[src/rtl/ex_mem_stage.sv]
// EX->MEM pipeline register built as a 2-entry skid buffer; also resolves beq/bne at push time.
// Latency: 1 cycle from push into an empty stage to the entry on mem_*; branch pulse 1 cycle after push.
// Backpressure: ex_ready_o drops only when both entries are held; it is a function of state alone (no mem_ready_i path).
//
// Ports:
//   clk_i, rst_n                 clock (rising edge), async active-low reset
//   flush_i                      squash buffered entries and any same-cycle push
//   ex_valid_i / ex_ready_o      upstream handshake; alu_result_i, alu_zero_i, rt_data_i, rd_addr_i,
//                                reg_write_i, mem_to_reg_i, mem_read_i, mem_write_i, branch_*_i are the payload
//   mem_valid_o / mem_ready_i    downstream handshake; mem_result_o, mem_wdata_o, mem_rd_o, mem_ctrl_o carry the head
//   branch_taken_o, branch_target_o   one-cycle taken-branch pulse and its target
//   occupancy_o                  entries held (0..2)
module ex_mem_stage #(
    parameter int DATA_W = 32,
    parameter int REG_AW = 5
) (
    input  logic              clk_i,
    input  logic              rst_n,
    input  logic              flush_i,
    input  logic              ex_valid_i,
    output logic              ex_ready_o,
    input  logic [DATA_W-1:0] alu_result_i,
    input  logic              alu_zero_i,
    input  logic [DATA_W-1:0] rt_data_i,
    input  logic [REG_AW-1:0] rd_addr_i,
    input  logic              reg_write_i,
    input  logic              mem_to_reg_i,
    input  logic              mem_read_i,
    input  logic              mem_write_i,
    input  logic              branch_i,
    input  logic              branch_ne_i,
    input  logic [DATA_W-1:0] branch_target_i,
    output logic              mem_valid_o,
    input  logic              mem_ready_i,
    output logic [DATA_W-1:0] mem_result_o,
    output logic [DATA_W-1:0] mem_wdata_o,
    output logic [REG_AW-1:0] mem_rd_o,
    output logic [3:0]        mem_ctrl_o,
    output logic              branch_taken_o,
    output logic [DATA_W-1:0] branch_target_o,
    output logic [1:0]        occupancy_o
);

    typedef struct packed {
        logic [DATA_W-1:0] result;
        logic [DATA_W-1:0] wdata;
        logic [REG_AW-1:0] rd;
        logic [3:0]        ctrl;   // {reg_write, mem_to_reg, mem_read, mem_write}
    } entry_t;

    typedef enum logic [1:0] {
        EMPTY = 2'd0,
        ONE   = 2'd1,
        FULL  = 2'd2
    } state_t;

    state_t            state;
    entry_t            head;
    entry_t            skid;
    entry_t            in_ent;
    logic              push;
    logic              pop;
    logic              taken;
    logic              taken_q;
    logic [DATA_W-1:0] target_q;
    logic [1:0]        occ_q;

    assign in_ent = '{result: alu_result_i,
                      wdata:  rt_data_i,
                      rd:     rd_addr_i,
                      ctrl:   {reg_write_i, mem_to_reg_i, mem_read_i, mem_write_i}};

    // rst_n term keeps ready low for the whole reset window, not just after the first edge.
    assign ex_ready_o  = rst_n & (state != FULL);
    assign mem_valid_o = (state != EMPTY);
    assign push        = ex_valid_i & ex_ready_o;
    assign pop         = mem_valid_o & mem_ready_i;
    assign taken       = branch_i & (alu_zero_i ^ branch_ne_i);

    // Head payload is blanked whenever nothing is valid.
    assign mem_result_o    = mem_valid_o ? head.result : '0;
    assign mem_wdata_o     = mem_valid_o ? head.wdata  : '0;
    assign mem_rd_o        = mem_valid_o ? head.rd     : '0;
    assign mem_ctrl_o      = mem_valid_o ? head.ctrl   : '0;
    assign branch_taken_o  = taken_q;
    assign branch_target_o = target_q;
    assign occupancy_o     = occ_q;

    always_ff @(posedge clk_i or negedge rst_n) begin
        if (!rst_n) begin
            state    <= EMPTY;
            head     <= '0;
            skid     <= '0;
            occ_q    <= 2'd0;
            taken_q  <= 1'b0;
            target_q <= '0;
        end else begin
            // Branch pulse does not care which slot the entry lands in; a flush kills it.
            taken_q  <= push & taken & ~flush_i;
            target_q <= (push & taken & ~flush_i) ? branch_target_i : '0;

            if (flush_i) begin
                // A same-cycle pop has already been taken by MEM; a same-cycle push is dropped.
                state <= EMPTY;
                occ_q <= 2'd0;
                head  <= '0;
                skid  <= '0;
            end else begin
                case (state)
                    EMPTY: begin
                        if (push) begin
                            head  <= in_ent;
                            state <= ONE;
                            occ_q <= 2'd1;
                        end
                    end
                    ONE: begin
                        if (push && pop) begin
                            head <= in_ent;
                        end else if (push) begin
                            skid  <= in_ent;
                            state <= FULL;
                            occ_q <= 2'd2;
                        end else if (pop) begin
                            head  <= '0;
                            state <= EMPTY;
                            occ_q <= 2'd0;
                        end
                    end
                    FULL: begin
                        if (pop) begin
                            head  <= skid;
                            skid  <= '0;
                            state <= ONE;
                            occ_q <= 2'd1;
                        end
                    end
                    default: begin
                        state <= EMPTY;
                        occ_q <= 2'd0;
                    end
                endcase
            end
        end
    end

endmodule

[config.mk]
export PLATFORM = sky130hd
export DESIGN_NAME = ex_mem_stage
export DESIGN_NICKNAME = d
export VERILOG_FILES = /design/src/rtl/ex_mem_stage.sv
export SDC_FILE = /design/constraint.sdc
export NUM_CORES = 1
export LEC_CHECK = 0
export CORE_MARGIN = 2
export CORE_UTILIZATION = 55
export CTS_BUF_LIST = sky130_fd_sc_hd__clkbuf_4 sky130_fd_sc_hd__clkbuf_8
export DETAILED_ROUTE_END_ITERATION = 8
export PLACE_DENSITY = 0.93
export SYNTH_ARGS = -nofsm -noshare
export SYNTH_HDL_FRONTEND = slang
export SYNTH_SLANG_ARGS = --single-unit
[constraint.sdc]
create_clock -name clk_i -period 5.14 [get_ports clk_i]
set_clock_uncertainty 0.1 [all_clocks]
set_input_delay 1.028 -clock clk_i [delete_from_list [all_inputs] [get_ports clk_i]]
set_output_delay 1.028 -clock clk_i [all_outputs]
set_load 0.01 [all_outputs]
# Word level (Yosys, flattened, before mapping)
# Index checks and enable logic that the tools add are counted.
# op_classes
n_reduce_logical	8
n_bitwise	8
eq_ne	10
muxes	22
# op_table
op	n
2-to-1 mux 73 bit	8
one-hot mux 73 bit (3 select lines)	1
one-hot mux 73 bit (2 select lines)	1
2-to-1 mux 32 bit	3
2-to-1 mux 2 bit	6
inequality test 3 bit (second input constant)	4
inequality test 4 bit (second input constant)	3
AND reduction 4 bit	2
bitwise AND 1 bit	6
one-hot mux 2 bit (3 select lines)	1
2-to-1 mux 5 bit	1
AND reduction 5 bit	1
2-to-1 mux 4 bit	1
nonzero test 4 bit	1
nonzero test 3 bit	1
equality test 2 x 1 -> 1 bit (second input constant)	1
equality test 2 bit (second input constant)	1
logical NOT 2 bit	1
inequality test 2 bit (second input constant)	1
nonzero test 2 bit	1
logical AND 1 bit	1
inverter 1 bit	1
XOR 1 bit	1
# word_totals
word_cells	59
in_bits	113
register_bits	181

# Logic depth before layout (Yosys ltp)
# depth
ltp_word	7
mapped_depth	10
depth_no_buf	6

# Least setup slack after synthesis
# Ideal clock, no wire load.
# synth_timing
kind	flip-flop to output port
start	register occupancy_o[0] (netlist name)
end	output port mem_ctrl_o[0]
slack_ns	2.581
required_time_ns	4.012
t_arrival_ns	1.431
path_stages_with_launch	6
cell_sequence	dfrtp_1 inv_1 ha_1 clkbuf_1 clkbuf_1 nor2b_1
# synth_lines
item	line_no	text
end, declared	38	output logic [3:0] mem_ctrl_o,

==> run metrics <==
Die ar.=17100 sq um; placed cell count=1208; Crit-path slowest cell=ha_2; DP HPWL=14.3 mm; Synth-to-Final Area Change=30.6%; first-pass GRT wire length=35.8 mm; CP Max Fanout=30; CP endpoint=mem_ctrl_o[3]; Initial Utilization=56.0%; Reg clk slew, reported paths=0.10 ns; Antenna diodes=0; slew margin rel.=22.5%; share of layout cells above drive strength 1=18.9%; Hold/Removal Path Class=register to register; most frequent cells in the layout=clkdlybuf4s50_1, dfrtp_1, nand2_1; Die H=131 um; Seq/Total Area, Yosys=51.1%; Leakage=4.88 nW; Critical Path Sink Type=output pin; ANT nets after route=0; synth warn=0; port bufs=222; clock tree sinks=181; worst path arrival time=2.64 ns; setup_tns=0 ns; Die Wd=131 um; Detailed Route Iter0 Violations=540; CP Data Required Time=4.01 ns; crit share post-route=73.3%; DR vias/cell=5.56; Final nets=1128; Startpoint Class=register; post-cts hold buffer count=0; Worst-Skew Late Latency=0.46 ns; I/O pin total=223; syn_nets=950; CTS Buffer Depth=2; CTS Root Cell=clkbuf_8; Final GP Congestion=0.762; clock share of power=22.6%; Syn Area/Cell=10.6 sq um; status=finished, final reports clean; final worst path period need=3.77 ns; Switching Power=1.74 mW; final setup violation count=0; final hold violations=0; HP Start=skid[23]; vias=6893; WL/cell=17.8 um; Final WS setup=1.37 ns; WHS=0.400 ns; GR Overflow Total=0; Internal Power=2.87 mW; Gate power share=37.6%; vias in the first global route=6990; core area=15800 sq um; synth unique cells=33; fin cells=1240; synthesized cell area=8860 sq um; Max Transition Viols Final=0; RSZ-0062 raised after global routing=no; commonest non-fill, non-tap cell in the layout=clkdlybuf4s50_1; Design Power=4.61 mW; critical path class=register to output pin; PD cells=399 nW/um^2; part of the power in registers=39.8%; crit-path cells=inv_1, ha_2, buf_4, nor2b_1, clkdlybuf4s50_1; CP Launch Point=occupancy_o[0]; Largest stage delay, worst path=0.53 ns; Peak Freq=0.265 GHz; CTS tree=yes; largest net degree at the start of global routing=147; routed wire length=22.1 mm; Slew @ Worst Pin=1.16 ns; r2r setup slk=1.81 ns; htree depth=4; Cells after Synth=833; total track usage=27.1%; Num CTS Buffers=17; Post-route DRC=0; switching portion of total power=37.8%; first-pass detailed-route iteration total=5; number of setup buffers added after CTS=0; r2r startpoint=occupancy_o[0]; # rows=46; Synth Register Bits=181; Worst Reg2Reg Path Length in Cells=7; initial antenna violation count=0; RR Endpoint=head[68]; Place WS=1.56 ns; max_cap viols=0; Max IR drop VDD=343 uV; PostCTS Resize Cnt=0
## synthesized netlist by cell type, drive strengths merged
library cell  number  area share (%)
nand2            149             6.3
inv                4            0.17
nand2b             2            0.14
buf               34             2.6
and2              34             2.4
and3b              1           0.099
o311ai             1           0.099
nor2b             75             5.3
nor2              75             3.2
o31ai              2            0.32
a221oi            73              12
nor4bb             1            0.11
o32ai              2            0.41
o32a               1            0.11
xnor2              2            0.20
nor4b              1            0.17
nand3b             1            0.23
dfrtp            181              51
a21oi              1           0.056
a311oi             1            0.17
nor3              74             8.1
o21ai             73             4.1
ha                 4            0.57
clkbuf            40             1.7
a2111o             1            0.13
## state kept, by name (all words and copies together), names as in the netlist
| name | count |
|---|---|
| branch_taken_o | 1 |
| branch_target_o | 32 |
| head | 73 |
| occupancy_o | 2 |
| skid | 73 |
## through the flow
stage | instance area (sq um) | utilization (%)
4_1_cts | 11600 | 73.1
6_report | 11600 | 73.1
5_1_grt | 11600 | 73.1
3_3_place_gp | 11100 | 70.4
3_5_place_dp | 11100 | 70.4
2_1_floorplan | 8860 | -
## kinds of logic after synthesis
logic type	synth area share, %
simple gates	26.1
compound gates	17.6
buf+inv	4.44
fa+ha+maj	0.565
flops	51.1
xor+xnor	0.198
## power by group through the flow
stage | sequential (mW) | clock, mW | combinational [mW]
5_1_grt | 1.86 | 1.13 | 1.90
6_report | 1.83 | 1.04 | 1.73
3_5_place_dp | 1.86 | 0 | 1.74
3_3_place_gp | 1.84 | 0 | 1.69
4_1_cts | 1.83 | 1.06 | 1.75
2_1_floorplan | 1.82 | 0 | 1.20
## layer usage
layer | vias up | wire [um] | global-route usage, %
met1 | 3378 | 8600 | 33.0
met5 | - | 0 | 0
li1 | 3208 | - | -
met3 | 34 | 1980 | 8.63
met2 | 273 | 11100 | 45.9
met4 | 0 | 440 | 9.45
## cell type report
cell class / count / area [sq um]
fill: 1087 / 4260
timing repair buffer: 233 / 2360
clock inverter: 15 / 191
sequential: 181 / 4530
tap: 216 / 270
multi-input combinational: 574 / 3970
clock buffer: 17 / 234
inverter: 4 / 15.0
## worst max-delay path: cells and delay by family, from the launching register on
kind	cells	cell delay, ns
AND/OR/NAND/NOR	1	0.12
adder cells (fa/ha/maj)	1	0.53
flip-flops	1	0.45
buffers and inverters	3	1.06
## worst min path at each step
stage	cells after the start	slack, ns	end
2_1_floorplan	2	0.35	skid[21]
3_3_place_gp	2	0.36	skid[22]
3_5_place_dp	2	0.38	skid[23]
4_1_cts	2	0.40	skid[23]
5_1_grt	1	0.43	skid[20]
6_report	2	0.40	skid[23]
Power figures use the tool's default switching activity.
